`src/rtl/scan_chain_ctrl.sv`:
```
// -----------------------------------------------------------------------------
// scan_chain_ctrl
//
// Sequences one shift-right scan chain on behalf of a host. An operation
// optionally captures the chain (parallel load of d), then shifts the whole
// chain CHAIN_LEN times. The bits that fall out of scan_sout are packed LSB
// first into WORD_W-bit words on the dout stream. The bits shifted in on
// scan_sin are taken LSB first from words on the din stream. When idle, the
// chain clock enable is handed back to functional logic via func_ce.
//
// Ports
//   clk, clr          clock; asynchronous active-high reset
//   start, mode       operation request (IDLE only); mode 0 = capture+shift,
//                     mode 1 = shift only
//   abort             cancel any running operation, no done pulse
//   busy, done        busy in every non-idle state; one-cycle completion pulse
//   func_ce           functional clock enable, passed to scan_ce when idle
//   scan_sen/ce/sin   chain controls (combinational from state and buffers)
//   scan_sout         chain serial output (chain q[0])
//   din/_valid/_ready reload word stream, consumed LSB first
//   dout/_valid/_ready unloaded word stream, earliest bit in the LSB
// -----------------------------------------------------------------------------
module scan_chain_ctrl #(
  parameter int CHAIN_LEN = 40,
  parameter int WORD_W    = 8,
  parameter int CNT_W     = 6
) (
  input  logic              clk,
  input  logic              clr,
  input  logic              start,
  input  logic              mode,
  input  logic              abort,
  output logic              busy,
  output logic              done,
  input  logic              func_ce,
  output logic              scan_sen,
  output logic              scan_ce,
  output logic              scan_sin,
  input  logic              scan_sout,
  input  logic [WORD_W-1:0] din,
  input  logic              din_valid,
  output logic              din_ready,
  output logic [WORD_W-1:0] dout,
  output logic              dout_valid,
  input  logic              dout_ready
);

  // Buffer bit counters must be able to hold the value WORD_W itself.
  localparam int OW = $clog2(WORD_W + 1);
  localparam logic [OW-1:0]    WORD_FULL = OW'(WORD_W);
  localparam logic [OW-1:0]    O_ONE     = OW'(1);
  localparam logic [CNT_W-1:0] ALL_BITS  = CNT_W'(CHAIN_LEN);
  localparam logic [CNT_W-1:0] LAST_BIT  = CNT_W'(CHAIN_LEN - 1);
  localparam logic [CNT_W-1:0] C_ONE     = CNT_W'(1);

  typedef enum logic [2:0] {
    IDLE,
    CAPTURE,
    SHIFT,
    FLUSH,
    DONE
  } state_t;

  state_t state, state_next;

  // Input buffer: one din word, shifted right as its bits are consumed;
  // ibuf_cnt is the number of bits still unused.
  logic [WORD_W-1:0] ibuf_word;
  logic [OW-1:0]     ibuf_cnt;

  // Output buffer: bits enter at the MSB and move down, so after WORD_W
  // shifts the earliest bit sits in the LSB.
  logic [WORD_W-1:0] obuf_data;
  logic [OW-1:0]     obuf_cnt;

  logic [CNT_W-1:0]  bit_cnt;

  logic              abort_hit;
  logic              ibuf_has_bit;
  logic              obuf_pend;
  logic              dout_free;
  logic              obuf_xfer;
  logic              obuf_blocked;
  logic              shift_fire;
  logic              last_fire;
  logic              din_take;
  logic [WORD_W-1:0] obuf_base;
  logic [OW-1:0]     obuf_cnt_base;
  logic [WORD_W-1:0] obuf_shifted;
  logic [WORD_W-1:0] obuf_aligned;

  assign abort_hit    = abort && (state != IDLE);
  assign ibuf_has_bit = (ibuf_cnt != '0);

  // obuf is ready to move to dout when it is full, or when the chain is
  // exhausted and a partial word remains.
  assign obuf_pend    = (obuf_cnt == WORD_FULL) ||
                        ((bit_cnt == ALL_BITS) && (obuf_cnt != '0));
  assign dout_free    = !dout_valid || dout_ready;
  assign obuf_xfer    = obuf_pend && dout_free && ((state == SHIFT) || (state == FLUSH));
  assign obuf_blocked = (obuf_cnt == WORD_FULL) && dout_valid && !dout_ready;

  assign shift_fire   = (state == SHIFT) && ibuf_has_bit && !obuf_blocked;
  assign last_fire    = shift_fire && (bit_cnt == LAST_BIT);

  assign din_ready    = (state == SHIFT) && !ibuf_has_bit;
  assign din_take     = din_valid && din_ready;

  assign busy         = (state != IDLE);
  assign done         = (state == DONE);

  // A partial final word sits in the upper bits of obuf; move it down so
  // the earliest bit lands in the LSB and the top is zero-padded.
  assign obuf_aligned = obuf_data >> (WORD_FULL - obuf_cnt);

  // A transfer empties obuf at the same edge a new bit may enter it, so the
  // incoming bit is merged into an already-cleared buffer (no bubble).
  always_comb begin
    obuf_base     = obuf_xfer ? '0 : obuf_data;
    obuf_cnt_base = obuf_xfer ? '0 : obuf_cnt;
    obuf_shifted  = obuf_base >> 1;
    obuf_shifted[WORD_W-1] = scan_sout;
  end

  always_ff @(posedge clk or posedge clr) begin
    if (clr) begin
      state <= IDLE;
    end else begin
      state <= state_next;
    end
  end

  // Next state plus the chain control outputs. abort overrides every
  // transition out of a non-idle state.
  always_comb begin
    state_next = state;
    scan_sen   = 1'b0;
    scan_ce    = 1'b0;
    scan_sin   = 1'b0;
    case (state)
      IDLE: begin
        scan_ce = func_ce;
        if (start) begin
          state_next = mode ? SHIFT : CAPTURE;
        end
      end
      CAPTURE: begin
        scan_ce    = 1'b1;
        state_next = SHIFT;
      end
      SHIFT: begin
        scan_sen = 1'b1;
        scan_ce  = shift_fire;
        scan_sin = ibuf_word[0] && ibuf_has_bit;
        if (last_fire) begin
          state_next = FLUSH;
        end
      end
      FLUSH: begin
        if ((obuf_cnt == '0) && dout_free) begin
          state_next = DONE;
        end
      end
      DONE: begin
        state_next = IDLE;
      end
      default: begin
        state_next = IDLE;
      end
    endcase
    if (abort_hit) begin
      state_next = IDLE;
    end
  end

  // Leftover din bits after the final shift are discarded here.
  always_ff @(posedge clk or posedge clr) begin
    if (clr) begin
      ibuf_word <= '0;
      ibuf_cnt  <= '0;
    end else if (abort_hit || last_fire || (state != SHIFT)) begin
      ibuf_word <= '0;
      ibuf_cnt  <= '0;
    end else if (din_take) begin
      ibuf_word <= din;
      ibuf_cnt  <= WORD_FULL;
    end else if (shift_fire) begin
      ibuf_word <= ibuf_word >> 1;
      ibuf_cnt  <= ibuf_cnt - O_ONE;
    end
  end

  always_ff @(posedge clk or posedge clr) begin
    if (clr) begin
      obuf_data <= '0;
      obuf_cnt  <= '0;
    end else if (abort_hit) begin
      obuf_data <= '0;
      obuf_cnt  <= '0;
    end else if (shift_fire) begin
      obuf_data <= obuf_shifted;
      obuf_cnt  <= obuf_cnt_base + O_ONE;
    end else begin
      obuf_data <= obuf_base;
      obuf_cnt  <= obuf_cnt_base;
    end
  end

  // dout only changes on a transfer, which requires the slot to be free,
  // so a pending word stays stable until it is accepted.
  always_ff @(posedge clk or posedge clr) begin
    if (clr) begin
      dout       <= '0;
      dout_valid <= 1'b0;
    end else if (abort_hit) begin
      dout_valid <= 1'b0;
    end else if (obuf_xfer) begin
      dout       <= obuf_aligned;
      dout_valid <= 1'b1;
    end else if (dout_valid && dout_ready) begin
      dout_valid <= 1'b0;
    end
  end

  // The shift count restarts whenever the block is idle.
  always_ff @(posedge clk or posedge clr) begin
    if (clr) begin
      bit_cnt <= '0;
    end else if (state == IDLE) begin
      bit_cnt <= '0;
    end else if (shift_fire) begin
      bit_cnt <= bit_cnt + C_ONE;
    end
  end

endmodule

```
`config.mk`:
```
export PLATFORM = sky130hd
export DESIGN_NAME = scan_chain_ctrl
export DESIGN_NICKNAME = d
export VERILOG_FILES = /design/src/rtl/scan_chain_ctrl.sv
export SDC_FILE = /design/constraint.sdc
export NUM_CORES = 1
export LEC_CHECK = 0
export ABC_AREA = 1
export CORE_ASPECT_RATIO = 1.25
export CORE_MARGIN = 2
export CORE_UTILIZATION = 50
export CTS_CLUSTER_DIAMETER = 120
export DETAILED_ROUTE_END_ITERATION = 12
export MAX_ROUTING_LAYER = met4
export PLACE_DENSITY = 0.76
export SYNTH_ARGS = -nofsm -noshare
export SYNTH_HDL_FRONTEND = slang
export SYNTH_SLANG_ARGS = --single-unit
```
`constraint.sdc`:
```
create_clock -name clk -period 2.56 [get_ports clk]
set_input_delay 0.512 -clock clk [delete_from_list [all_inputs] [get_ports clk]]
set_output_delay 0.512 -clock clk [all_outputs]
set_load 0.03 [all_outputs]
```
==> results_dict.tcl <==
set metrics [dict create \
    maxSlewViolCount 0 \
    fin_worst_skew_ps 9.46 \
    power.share.sequential_pct 31.0 \
    netlist.area_leader.share_pct 43.3 \
    synth_flop_cell "dfrtp_1" \
    grt_usage_pct 21.0 \
    synth_top_area_cell "dfrtp_1" \
    finalSetupTns_ps 0 \
    htreeDepth 2 \
    pre_cts_ws_ps 50.2 \
    grt_pass1_wl_um 8710 \
    pwr-share-clk_pct 20.1 \
    grt_busiest_layer "met2" \
    setup_slack_ps 200 \
    drc 0 \
    period_needed_ps 2360 \
    syn_area_per_cell_um2 7.75 \
    gp_congestion 0.864 \
    ant_nets 0 \
    tightest_slew_ps 527 \
    r2r-start "obuf_cnt[0]" \
    crit_fanout 5 \
    crit_required_ps 2050 \
    period_share_pct 92.2 \
    grtUsageMet3_pct 4.11 \
    grt_pass1_vias 2068 \
    drt_iter0_markers 101 \
    p_comb_share_pct 48.9 \
    synth_nets 336 \
    cts_sinks 42 \
    holdPathEnd "dout[7]" \
    p_leak_nw 1.36 \
    drive_above_1_share_pct 12.0 \
    worstSetupStartpointType "flop" \
    clk_latency_ps 300 \
    min_from "dout[7]" \
    final_cells 410 \
    cts_tree "yes" \
    routed_wl_um 4930 \
    outcome "finished, final reports clean" \
    p_switching_mw 1.11 \
    cts.hold.buffers_added 0 \
    firstDrtPassIters 4 \
    synth-seq-cells 42 \
    grt_use_met2_pct 37.1 \
    wire_per_inst_um 12.0 \
    synth_area_mm2 0.00242 \
    placed_cells 402 \
    vias_per_cell 5.29 \
    antenna_found_initial 0 \
    grt_max_degree 43 \
    p_sw_share_pct 43.3 \
    final-setup-viol-count 0 \
    nets 372 \
    die_h_um 81.9 \
    clockRootBuffer "clkbuf_8" \
    fmax_mhz 424 \
    maxCapViolations 0 \
    dieArea_mm2 0.00543 \
    ios 32 \
    core_area_mm2 0.00469 \
    cp.arrival_ps 1850 \
    yosys-top-cells-area "dfrtp_1 43%, nand2_1 11%, inv_1 6.0%" \
    postCtsSetupBuffers 0 \
    hold_viol 0 \
    ys_types 34 \
    ys_seq_area_share_pct 43.3 \
    synth-edff-count 0 \
    fp.dieW_um 66.3 \
    pwr_density_cell_mw_per_mm2 879 \
    cts.path.max_buffers 2 \
    ys_warn_count 0 \
    hp-class "flop to flop" \
    p_int_mw 1.45 \
    via_count 2170 \
    cts_buffers 5 \
    critical_path_class "flop to output pin" \
    endpoint_kind "output pin" \
    holdPathStages 2 \
    area_growth_pct 20.2 \
    fillers 455 \
    netlist_instances 313 \
    ys_async_sr_fraction_pct 100 \
    r2r_slack_ps 490 \
    synth.most_common_cell "nand2_1" \
    ir_drop_uv 727 \
    port_buffers 31 \
    cts.clk_slew.worst_paths_ps 70 \
    dp_hpwl_um 3720 \
    diodes 0 \
    reg2reg_to "ibuf_cnt[0]" \
    rr_worst_depth 13 \
    rsz0062_at_grt "false" \
    start_util_pct 51.7 \
    rows 28 \
    grt-ovfl-total 0 \
    globalRouteMet1Util_pct 23.2 \
    max_slew_margin_pct 64.9 \
    synth_commonest_cells "68 x nand2_1, 42 x dfrtp_1, 39 x inv_1, 26 x nor2_1, 23 x o21ai_0" \
]
==> power by group through the flow <==
stage / Sequential, mW / Combinational (mW) / Clock (mW)
after detailed placement: 0.805 / 1.26 / 0
after CTS: 0.792 / 1.26 / 0.521
final: 0.793 / 1.25 / 0.516
after global placement: 0.803 / 1.24 / 0
after global routing: 0.805 / 1.40 / 0.551
after floorplan: 0.793 / 0.947 / 0
==> how the worst max path moves through the flow <==
stage | start | to | slack (ps) | cells past startpoint
after floorplan | obuf_cnt[0] | scan_ce | 570 | 8
after global placement | dout_ready | scan_ce | 50 | 6
final | ibuf_cnt[0] | din_ready | 200 | 5
after CTS | ibuf_cnt[0] | scan_sin | 60 | 6
after global routing | obuf_cnt[0] | scan_ce | 20 | 8
after detailed placement | dout_ready | scan_ce | 50 | 6
==> kinds of logic after synthesis <==
kind of cell | synth area share, %
AO/OA/AOI/OAI | 18.2
XOR/XNOR | 1.08
adder cells (fa/ha/maj) | 3.10
buffers and inverters | 9.49
flip-flops | 43.3
AND/OR/NAND/NOR | 24.8
==> repair_timing <==
item	in CTS	in global routing
pin swaps	0	0
setup endpoints to repair	1	1
gates resized for setup	1	1
gates cloned	0	0
==> final cells by class <==
| cell class | count | area (um2) | share of cell area, % |
|---|---|---|---|
| clock buffer | 5 | 68.8 | 2.36 |
| clock inverter | 3 | 40.0 | 1.37 |
| inverter | 48 | 180 | 6.18 |
| multi-input combinational | 215 | 1140 | 39.2 |
| sequential | 42 | 1050 | 36.1 |
| tap | 60 | 75.1 | 2.58 |
| timing repair buffer | 37 | 357 | 12.2 |
==> layer usage <==
layer	wire length (um)	share of wire [%]
met1	2140	43
met2	2550	52
met3	162	3.3
met4	74	1.5
met5	0	0
==> cell usage in the layout, fill, tap and decap left out, drive strengths merged, types with 2 or more instances in the layout <==
cell           instances
or2                    2
ha                     6
inv                   47
nor2                  32
clkdlybuf4s50         29
xnor2                  2
clkbuf                 5
buf                    6
o22ai                  9
nand4                  3
o211ai                 2
o31ai                  8
nand2                 74
a21oi                 10
nor3                   4
o21ai                 41
dfrtp                 42
clkinv                 3
nand3                 17
==> state kept, by name, summed over array words and instances, names as in the netlist <==
name	count
dout_valid	1
bit_cnt	6
ibuf_cnt	4
state	3
obuf_data	8
obuf_cnt	4
ibuf_word	8
dout	8
==> metrics by stage <==
step / power, mW / utilization (%) / area, um2 / hold slack (ps)
final: 2.56 / 62.1 / 2920 / 487
after global routing: 2.75 / 62.1 / 2920 / 513
after CTS: 2.57 / 62.0 / 2910 / 489
after detailed placement: 2.07 / 59.8 / 2810 / 469
after global placement: 2.04 / 59.8 / 2810 / 464
after floorplan: 1.74 / - / 2420 / 450
==> worst max-delay path: stages (launching register included) <==
cell and delay [ps]:
dfrtp_1 370, inv_1 130, ha_1 160, nand2_1 90
nor2_4 130, clkdlybuf4s50_1 670
No activity file was read; power rests on OpenSTA's default activity.
